## config.mk

```make
export PLATFORM = sky130hd
export DESIGN_NAME = spatz_vfu_wb_buffer
export DESIGN_NICKNAME = d
export VERILOG_FILES = /design/src/rtl/spatz_vfu_wb_buffer.sv
export SDC_FILE = /design/constraint.sdc
export NUM_CORES = 1
export LEC_CHECK = 0
export CAP_MARGIN = 20
export CORE_MARGIN = 2
export CORE_UTILIZATION = 44
export CTS_CLUSTER_SIZE = 12
export DETAILED_ROUTE_END_ITERATION = 10
export GPL_ROUTABILITY_DRIVEN = 0
export PLACE_DENSITY = 0.75
export REMOVE_ABC_BUFFERS = 1
export SKIP_CTS_REPAIR_TIMING = 1
export SLEW_MARGIN = 10
export SYNTH_ARGS = -nofsm -noshare
export SYNTH_HDL_FRONTEND = slang
export SYNTH_SLANG_ARGS = --single-unit
```

## constraint.sdc

```tcl
create_clock -name clk_i -period 4.7 [get_ports clk_i]
set_input_delay 0.705 -clock clk_i [delete_from_list [all_inputs] [get_ports clk_i]]
set_output_delay 0.705 -clock clk_i [all_outputs]
set_load 0.01 [all_outputs]
```

## src/rtl/spatz_vfu_wb_buffer.sv

```systemverilog
// rtl/spatz_vfu_wb_buffer.sv - VFU write-back buffer holding responses until their writes reach the VRF (option: SPATZ_VFU_WB_BYPASS_EN)
module spatz_vfu_wb_buffer #(
  parameter int unsigned Depth     = 2,
  parameter int unsigned RspDepth  = 2,
  parameter int unsigned AddrWidth = 8,
  parameter int unsigned DataWidth = 64,
  parameter int unsigned RspWidth  = 18
) (
  input  logic                   clk_i,
  input  logic                   rst_i,
  input  logic [AddrWidth-1:0]   vfu_waddr_i,
  input  logic [DataWidth-1:0]   vfu_wdata_i,
  input  logic [DataWidth/8-1:0] vfu_wbe_i,
  input  logic                   vfu_we_i,
  output logic                   vfu_wvalid_o,
  input  logic                   vfu_rsp_valid_i,
  input  logic [RspWidth-1:0]    vfu_rsp_i,
  output logic [AddrWidth-1:0]   vrf_waddr_o,
  output logic [DataWidth-1:0]   vrf_wdata_o,
  output logic [DataWidth/8-1:0] vrf_wbe_o,
  output logic                   vrf_we_o,
  input  logic                   vrf_wvalid_i,
  output logic                   rsp_valid_o,
  output logic [RspWidth-1:0]    rsp_o,
  output logic                   overflow_o
);

  localparam int unsigned BeWidth     = DataWidth / 8;
  localparam int unsigned CntWidth    = $clog2(Depth) + 2;
  localparam int unsigned PtrWidth    = (Depth > 1) ? $clog2(Depth) : 1;
  localparam int unsigned FCntWidth   = $clog2(Depth + 1);
  localparam int unsigned RPtrWidth   = (RspDepth > 1) ? $clog2(RspDepth) : 1;
  localparam int unsigned RCntWidth   = $clog2(RspDepth + 1);

  logic [AddrWidth-1:0] waddr_q [Depth];
  logic [DataWidth-1:0] wdata_q [Depth];
  logic [BeWidth-1:0]   wbe_q   [Depth];
  logic [RspWidth-1:0]  rsp_q   [RspDepth];
  logic [CntWidth-1:0]  tgt_q   [RspDepth];

  logic [PtrWidth-1:0]  w_wptr_q, w_wptr_d, w_rptr_q, w_rptr_d;
  logic [FCntWidth-1:0] w_cnt_q, w_cnt_d;
  logic [RPtrWidth-1:0] r_wptr_q, r_wptr_d, r_rptr_q, r_rptr_d;
  logic [RCntWidth-1:0] r_cnt_q, r_cnt_d;
  logic [CntWidth-1:0]  wr_cnt_q, wr_cnt_d, ret_cnt_q, ret_cnt_d;
  logic                 overflow_q, overflow_d;

  logic                 w_empty, w_full, accept, push, pop, direct;
  logic                 r_empty, r_full, r_push, r_pop;
  logic [CntWidth-1:0]  target;

  assign w_empty = (w_cnt_q == '0);
  assign w_full  = (w_cnt_q == FCntWidth'(Depth));
  assign r_empty = (r_cnt_q == '0);
  assign r_full  = (r_cnt_q == RCntWidth'(RspDepth));

  // VRF-side view of the write path: queue head, or the live VFU write when bypassing an empty queue
  always_comb begin
`ifdef SPATZ_VFU_WB_BYPASS_EN
    vrf_we_o    = w_empty ? vfu_we_i    : 1'b1;
    vrf_waddr_o = w_empty ? vfu_waddr_i : waddr_q[w_rptr_q];
    vrf_wdata_o = w_empty ? vfu_wdata_i : wdata_q[w_rptr_q];
    vrf_wbe_o   = w_empty ? vfu_wbe_i   : wbe_q[w_rptr_q];
    direct      = w_empty && vfu_we_i && vrf_wvalid_i;
`else
    vrf_we_o    = !w_empty;
    vrf_waddr_o = w_empty ? '0 : waddr_q[w_rptr_q];
    vrf_wdata_o = w_empty ? '0 : wdata_q[w_rptr_q];
    vrf_wbe_o   = w_empty ? '0 : wbe_q[w_rptr_q];
    direct      = 1'b0;
`endif
  end

  // Handshakes, counters and response bookkeeping; release depends on registered state only
  always_comb begin
    accept     = vfu_we_i && !w_full;
    push       = accept && !direct;
    pop        = vrf_wvalid_i && !w_empty;
    r_pop      = !r_empty && (ret_cnt_q == tgt_q[r_rptr_q]);
    r_push     = vfu_rsp_valid_i && !r_full;
    target     = wr_cnt_q + CntWidth'(accept);
    w_wptr_d   = w_wptr_q;
    w_rptr_d   = w_rptr_q;
    r_wptr_d   = r_wptr_q;
    r_rptr_d   = r_rptr_q;
    if (push) w_wptr_d = (w_wptr_q == PtrWidth'(Depth - 1)) ? '0 : w_wptr_q + PtrWidth'(1);
    if (pop)  w_rptr_d = (w_rptr_q == PtrWidth'(Depth - 1)) ? '0 : w_rptr_q + PtrWidth'(1);
    if (r_push) r_wptr_d = (r_wptr_q == RPtrWidth'(RspDepth - 1)) ? '0 : r_wptr_q + RPtrWidth'(1);
    if (r_pop)  r_rptr_d = (r_rptr_q == RPtrWidth'(RspDepth - 1)) ? '0 : r_rptr_q + RPtrWidth'(1);
    w_cnt_d    = w_cnt_q + FCntWidth'(push) - FCntWidth'(pop);
    r_cnt_d    = r_cnt_q + RCntWidth'(r_push) - RCntWidth'(r_pop);
    wr_cnt_d   = wr_cnt_q + CntWidth'(accept);
    ret_cnt_d  = ret_cnt_q + CntWidth'(vrf_wvalid_i && vrf_we_o);
    overflow_d = overflow_q || (vfu_rsp_valid_i && r_full);
  end

  assign vfu_wvalid_o = accept;
  assign rsp_valid_o  = r_pop;
  assign rsp_o        = r_pop ? rsp_q[r_rptr_q] : '0;
  assign overflow_o   = overflow_q;

  // Control state; reset discards everything queued
  always_ff @(posedge clk_i or posedge rst_i) begin
    if (rst_i) begin
      w_wptr_q   <= '0;
      w_rptr_q   <= '0;
      w_cnt_q    <= '0;
      r_wptr_q   <= '0;
      r_rptr_q   <= '0;
      r_cnt_q    <= '0;
      wr_cnt_q   <= '0;
      ret_cnt_q  <= '0;
      overflow_q <= 1'b0;
    end else begin
      w_wptr_q   <= w_wptr_d;
      w_rptr_q   <= w_rptr_d;
      w_cnt_q    <= w_cnt_d;
      r_wptr_q   <= r_wptr_d;
      r_rptr_q   <= r_rptr_d;
      r_cnt_q    <= r_cnt_d;
      wr_cnt_q   <= wr_cnt_d;
      ret_cnt_q  <= ret_cnt_d;
      overflow_q <= overflow_d;
    end
  end

  // Payload storage; contents are only observed behind valid counts, so no reset needed
  always_ff @(posedge clk_i) begin
    if (push) begin
      waddr_q[w_wptr_q] <= vfu_waddr_i;
      wdata_q[w_wptr_q] <= vfu_wdata_i;
      wbe_q[w_wptr_q]   <= vfu_wbe_i;
    end
    if (r_push) begin
      rsp_q[r_wptr_q] <= vfu_rsp_i;
      tgt_q[r_wptr_q] <= target;
    end
  end

`ifndef SYNTHESIS
  // Held VRF write must not change until the VRF takes it
  a_vrf_stable : assert property (@(posedge clk_i) disable iff (rst_i)
    (vrf_we_o && !vrf_wvalid_i) |=> ($stable(vrf_waddr_o) && $stable(vrf_wdata_o) && $stable(vrf_wbe_o)));
  // VRF may only acknowledge a write that is being offered
  a_vrf_ack : assert property (@(posedge clk_i) disable iff (rst_i) vrf_wvalid_i |-> vrf_we_o);
`endif

endmodule

```

Word level (Yosys, flattened, before mapping)

Memory sizes are Yosys's and may differ from the RTL's.
Index checks and enable logic that the tools add are counted.

Bits in registers: 15
Latch bits: 0
Memory bits (writable): 202
Memory bits (read-only): 0
Input port bits: 103
Word-level logic and storage cells: 51
Memories: 5

Memory list:

| name    | words | bits a word | rd ports | clocked after memory_dff | write ports | line | text |
|---|---|---|---|---|---|---|---|
| wdata_q | 2     | 64          | 1        | 0                        | 1           | 36   | `logic [DataWidth-1:0] wdata_q [Depth];` |
| rsp_q   | 2     | 18          | 1        | 0                        | 1           | 38   | `logic [RspWidth-1:0] rsp_q [RspDepth];` |
| waddr_q | 2     | 8           | 1        | 0                        | 1           | 35   | `logic [AddrWidth-1:0] waddr_q [Depth];` |
| wbe_q   | 2     | 8           | 1        | 0                        | 1           | 37   | `logic [BeWidth-1:0] wbe_q [Depth];` |
| tgt_q   | 2     | 3           | 1        | 0                        | 1           | 39   | `logic [CntWidth-1:0] tgt_q [RspDepth];` |

Add/subtract/negate cells: 10
$mul: 0
Divide/modulo/power cells: 0
Order comparisons: 0
Equal/unequal tests: 3
Shift operators: 0
Multiplexer cells: 12
Bitwise logic cells: 0
Reduce and logical (&&, ||, !) cells: 12

Operators with widths:

| cell                                        | number |
|---|---|
| 2-to-1 mux 64 bit                           | 1 |
| 2-to-1 mux 18 bit                           | 1 |
| 2-to-1 mux 8 bit                            | 2 |
| 2-to-1 mux 1 bit                            | 8 |
| adder 3 x 1 -> 3 bit                        | 2 |
| logical AND 1 bit                           | 5 |
| adder 1 bit (second input constant)         | 4 |
| adder 2 x 1 -> 2 bit                        | 2 |
| equality test 2 bit (second input constant) | 2 |
| logical NOT 1 bit                           | 4 |
| logical NOT 2 bit                           | 2 |
| subtractor 2 x 1 -> 2 bit                   | 2 |
| equality test 3 bit                         | 1 |
| logical OR 1 bit                            | 1 |

Depth between registers and ports, before layout

Word-level depth: 5
Mapped depth: 11
Gate-level depth less buffers: 9

Least setup slack after synthesis

OpenSTA, ideal clock, no wires.

Kind: input -> register
Start point: input vfu_we_i
End point: memory waddr_q[0][0], enable pin
Data arrival time: 4207 ps
Data required time: 4181 ps
Path slack: -26 ps
Cell stages on the path: 2
Cells stage by stage: o21ai_0 nor2_1

Longest elaborated chain between the ends: 3

RTL lines:

| item                                   | line | text |
|---|---|---|
| start, declared                        | 14   | `input logic vfu_we_i,` |
| logical AND 1 bit                      | 76   | `accept = vfu_we_i && !w_full;` |
| 2-to-1 mux 1 bit                       | 129  | `if (push) begin` |
| 2-to-1 mux 1 bit (not written as such) | 130  | `waddr_q[w_wptr_q] <= vfu_waddr_i;` |
| end, declared                          | 35   |  |

Every way passes these cells.

Final worst setup path

Start point: register w_rptr_q
End point: output vrf_wbe_o[4]

Longest elaborated chain between the ends: 2

RTL lines:

| item                   | line | text |
|---|---|---|
| start, declared        | 41   | `logic [PtrWidth-1:0] w_wptr_q, w_wptr_d, w_rptr_q, w_rptr_d;` |
| start signal, assigned | 116  | `w_rptr_q <= w_rptr_d;` |
| memory (2 x 8 bit)     | --   |  |
| 2-to-1 mux 8 bit       | 69   | `vrf_wbe_o = w_empty ? '0 : wbe_q[w_rptr_q];` |
| end, declared          | 20   | `output logic [DataWidth/8-1:0] vrf_wbe_o,` |

Every way passes these cells.

==> flow_summary_export.csv <==
group,metric,value,unit
clock_network,tritoncts,"yes",
synth,synth.area.top_cells,"edfxtp_1, mux2i_1, nor2_1, dfrtp_1, ha_1",
worst_setup_path,start_kind,"flip-flop",
cells_and_area,n_fill_cell,1399,
die,rows,50,
power,cellPowerDensity,646,nW/um^2
clock_network,clock_sinks,217,
power,pwr-share-comb,0.373,
cells_and_area,fin_cells,943,
worst_setup_path,critPathBufInv,2,
worst_setup_path,end_kind,"output pin",
cells_and_area,final_nets,805,
synth,yosysMostFrequentCell,"edfxtp_1",
synth,ys_ff_latch,217,
job,cap_viol_max_count,0,
timing,hold_viol,0,
synth,synthFlopType,"edfxtp_1",
power,seq_power_share,0.405,
hold_path,hold_path.class,"flip-flop to flip-flop",
worst_setup_path,critPathMaxFanout,56,
power,switchingPower,0.00223,W
worst_setup_path,reg2reg_depth,8,
clock_network,insertion_delay,0.49,ns
worst_setup_path,cp_top_family,"flip-flops",
worst_setup_path,crit_path_cell_trace,"buf_4 > mux2i_1 > nor2_1 > clkdlybuf4s50_1",
hold_path,min_from,"overflow_o",
synth,yosys-top-cells-count,"edfxtp_1, mux2i_1, nor2_1",
hold_path,min_to,"overflow_o",
timing,maxSlewViolCount,0,
die,die_area,19800,sq um
clock_network,htreeDepth,1,
grt,grt_overflow,0,
cells_and_area,post-route-cell-area,11300,sq um
synth,synth_edf_count,202,
grt,grt_pass1_vias,4872,
grt,grt_pass1_wl,25900,um
synth,synth_area_leader_cell,"edfxtp_1",
die,die-width,141,um
power,switching_share,0.307,
clock_network,clockBufferDepth,3,
worst_setup_path,critPathMaxStageDelay,1.05,ns
place,dp.cells,902,
timing,setup_viol,0,
detailed_routing,ant_nets,0,
power,power.internal,0.00505,W
timing,finClkSkew,0.00633,ns
synth,yosysWarnings,0,
place,io_buffers,204,
detailed_routing,routed_via_density,4.93,
grt,grt.total_usage,0.164,
timing,tightest_slew,1.00,ns
timing,min_period_over_period,0.768,
place,placed_area,10600,sq um
synth,async_reset_ff_frac,0.0691,
clock_network,cts_buffers,23,
detailed_routing,dr.pass1.iters,7,
cells_and_area,num_antenna_cells,0,
synth,yosysSeqAreaShare,0.782,
detailed_routing,postRouteWirelength,16700,um
power,peakVddDrop,0.279,mV
clock_network,clockRootBuffer,"clkbuf_16",
die,fp.dieH,141,um
cells_and_area,multi_input_area,1680,sq um
cells_and_area,seqCellArea,6440,sq um
clock_network,path_clk_slew,0.06,ns
detailed_routing,drtIter0Drc,214,
detailed_routing,vias,4649,
synth,syn-instance-count,479,
detailed_routing,drt-wirelength-per-cell,17.7,um
worst_setup_path,worst_path_max_delay_cell,"dfrtp_4",
synth,syn_avg_cell_area,17.2,sq um
die,start_util,0.445,
worst_setup_path,worstSetupPathType,"flip-flop to output pin",
detailed_routing,drc_errors,0,
power,p_clk_frac,0.221,
worst_setup_path,cp_data_required_time,3.99,ns
hold_path,whs_path_depth,1,
cells_and_area,drive_above_1_share,0.0578,
worst_setup_path,r2r_slack,2.31,ns
synth,synth_area,8240,sq um
timing,grt_setup_unrepaired,"false",
status,run_status,"finished, final reports clean",
synth,netlist.area_leader.share,0.736,
power,p_leak,4.19,nW
timing,max_slew_margin,0.332,
worst_setup_path,r2r_end,"w_cnt_q[1]",
die,pin_count,205,
die,core_area,18500,sq um
cells_and_area,area_growth,36.7,%
grt,grt_max_degree,83,
place,place_hpwl,10900,um
timing,period_minus_slack,3.61,ns
worst_setup_path,reg2reg_from,"w_cnt_q[1]",
synth,synth_cell_types,20,
grt,antenna_found_initial,1,
timing,max_freq,0.277,GHz
worst_setup_path,cp.arrival,2.90,ns
-- worst max-delay path by stage --
stage	from	to	slack, ns	cells past startpoint
floorplan	vfu_we_i	waddr_q[0][0]	-0.03	2
global placement	w_rptr_q	vrf_wdata_o[28]	1.71	4
detailed placement	w_rptr_q	vrf_wbe_o[4]	1.61	4
CTS	w_rptr_q	vrf_wbe_o[4]	1.07	4
global route	w_rptr_q	vrf_waddr_o[3]	0.97	4
finish	w_rptr_q	vrf_wbe_o[4]	1.09	4
-- worst reg2reg max path, cell delays in order, from the launching register on --
cell	delay (ns)
dfrtp_1	0.43
nor2_4	0.11
buf_4	0.63
nor2b_1	0.26
ha_1	0.35
inv_1	0.04
ha_1	0.17
xnor2_1	0.18
xnor2_1	0.14
-- cell usage in the layout, fill, tap and decap left out, drive strengths merged --
cell type	count
clkdlybuf4s50	204
edfxtp	202
mux2i	101
nor2	101
clkbuf	36
dfrtp	15
inv	9
ha	8
buf	8
xnor2	7
xor2	6
clkinv	3
o2111ai	1
o21ai	1
nor2b	1
nand2b	1
nand2	1
and3	1
and2	1
o21bai	1
clkinvlp	1
-- power by group through the flow --
| stage | Clock (W) | Sequential, W | Combinational, W |
|---|---|---|---|
| final | 0.00161 | 0.00295 | 0.00272 |
| after global routing | 0.00174 | 0.00300 | 0.00294 |
| after global placement | 0 | 0.00297 | 0.00267 |
| after floorplan | 0 | 0.00301 | 0.00137 |
| after detailed placement | 0 | 0.00300 | 0.00273 |
| after CTS | 0.00166 | 0.00296 | 0.00274 |
-- area by class of cell --
type,instances,area share
clock buffers,36,0.0581
inverters,9,0.00300
multi-input cells,231,0.149
well taps,234,0.0260
flip-flops and latches,217,0.572
clock inverters,4,0.00178
repair buffers,212,0.190
-- state kept, by name, summed over array words and instances, names as in the netlist, 2 cells and up --
name / flops
r_cnt_q: 2
ret_cnt_q: 3
rsp_q: 36
tgt_q: 6
w_cnt_q: 2
waddr_q: 16
wbe_q: 16
wdata_q: 128
wr_cnt_q: 3
-- stage by stage --
stage | utilization | setup TNS [ns] | hold slack (ns) | setup WS, ns | power, W
2_1_floorplan | - | -2.09 | 0.440 | -0.0261 | 0.00438
3_3_place_gp | 0.570 | 0 | 0.460 | 1.71 | 0.00564
3_5_place_dp | 0.570 | 0 | 0.471 | 1.61 | 0.00573
4_1_cts | 0.607 | 0 | 0.486 | 1.07 | 0.00736
5_1_grt | 0.608 | 0 | 0.509 | 0.965 | 0.00768
6_report | 0.608 | 0 | 0.483 | 1.09 | 0.00728
-- layer usage --
metal	track usage	vias up	routed length, um
met2	0.271	194	7890
met4	0.0474	2	357
met5	0	-	10
met3	0.0452	32	1370
li1	-	2186	-
met1	0.216	2235	7090
-- logic make-up (layout without fill, tap and decap cells) --
logic type	count (synthesis)	in the layout	synth area share
buffers and inverters	31	261	0.0164
DFF	217	217	0.782
muxes	101	101	0.123
adders and majority gates	8	8	0.0122
AOI/OAI and AO/OA	3	3	0.00258
xor gates and xnor gates	13	13	0.0147
and+or+nand+nor	106	106	0.0495
Note: power is estimated with default switching activity, not from simulation.
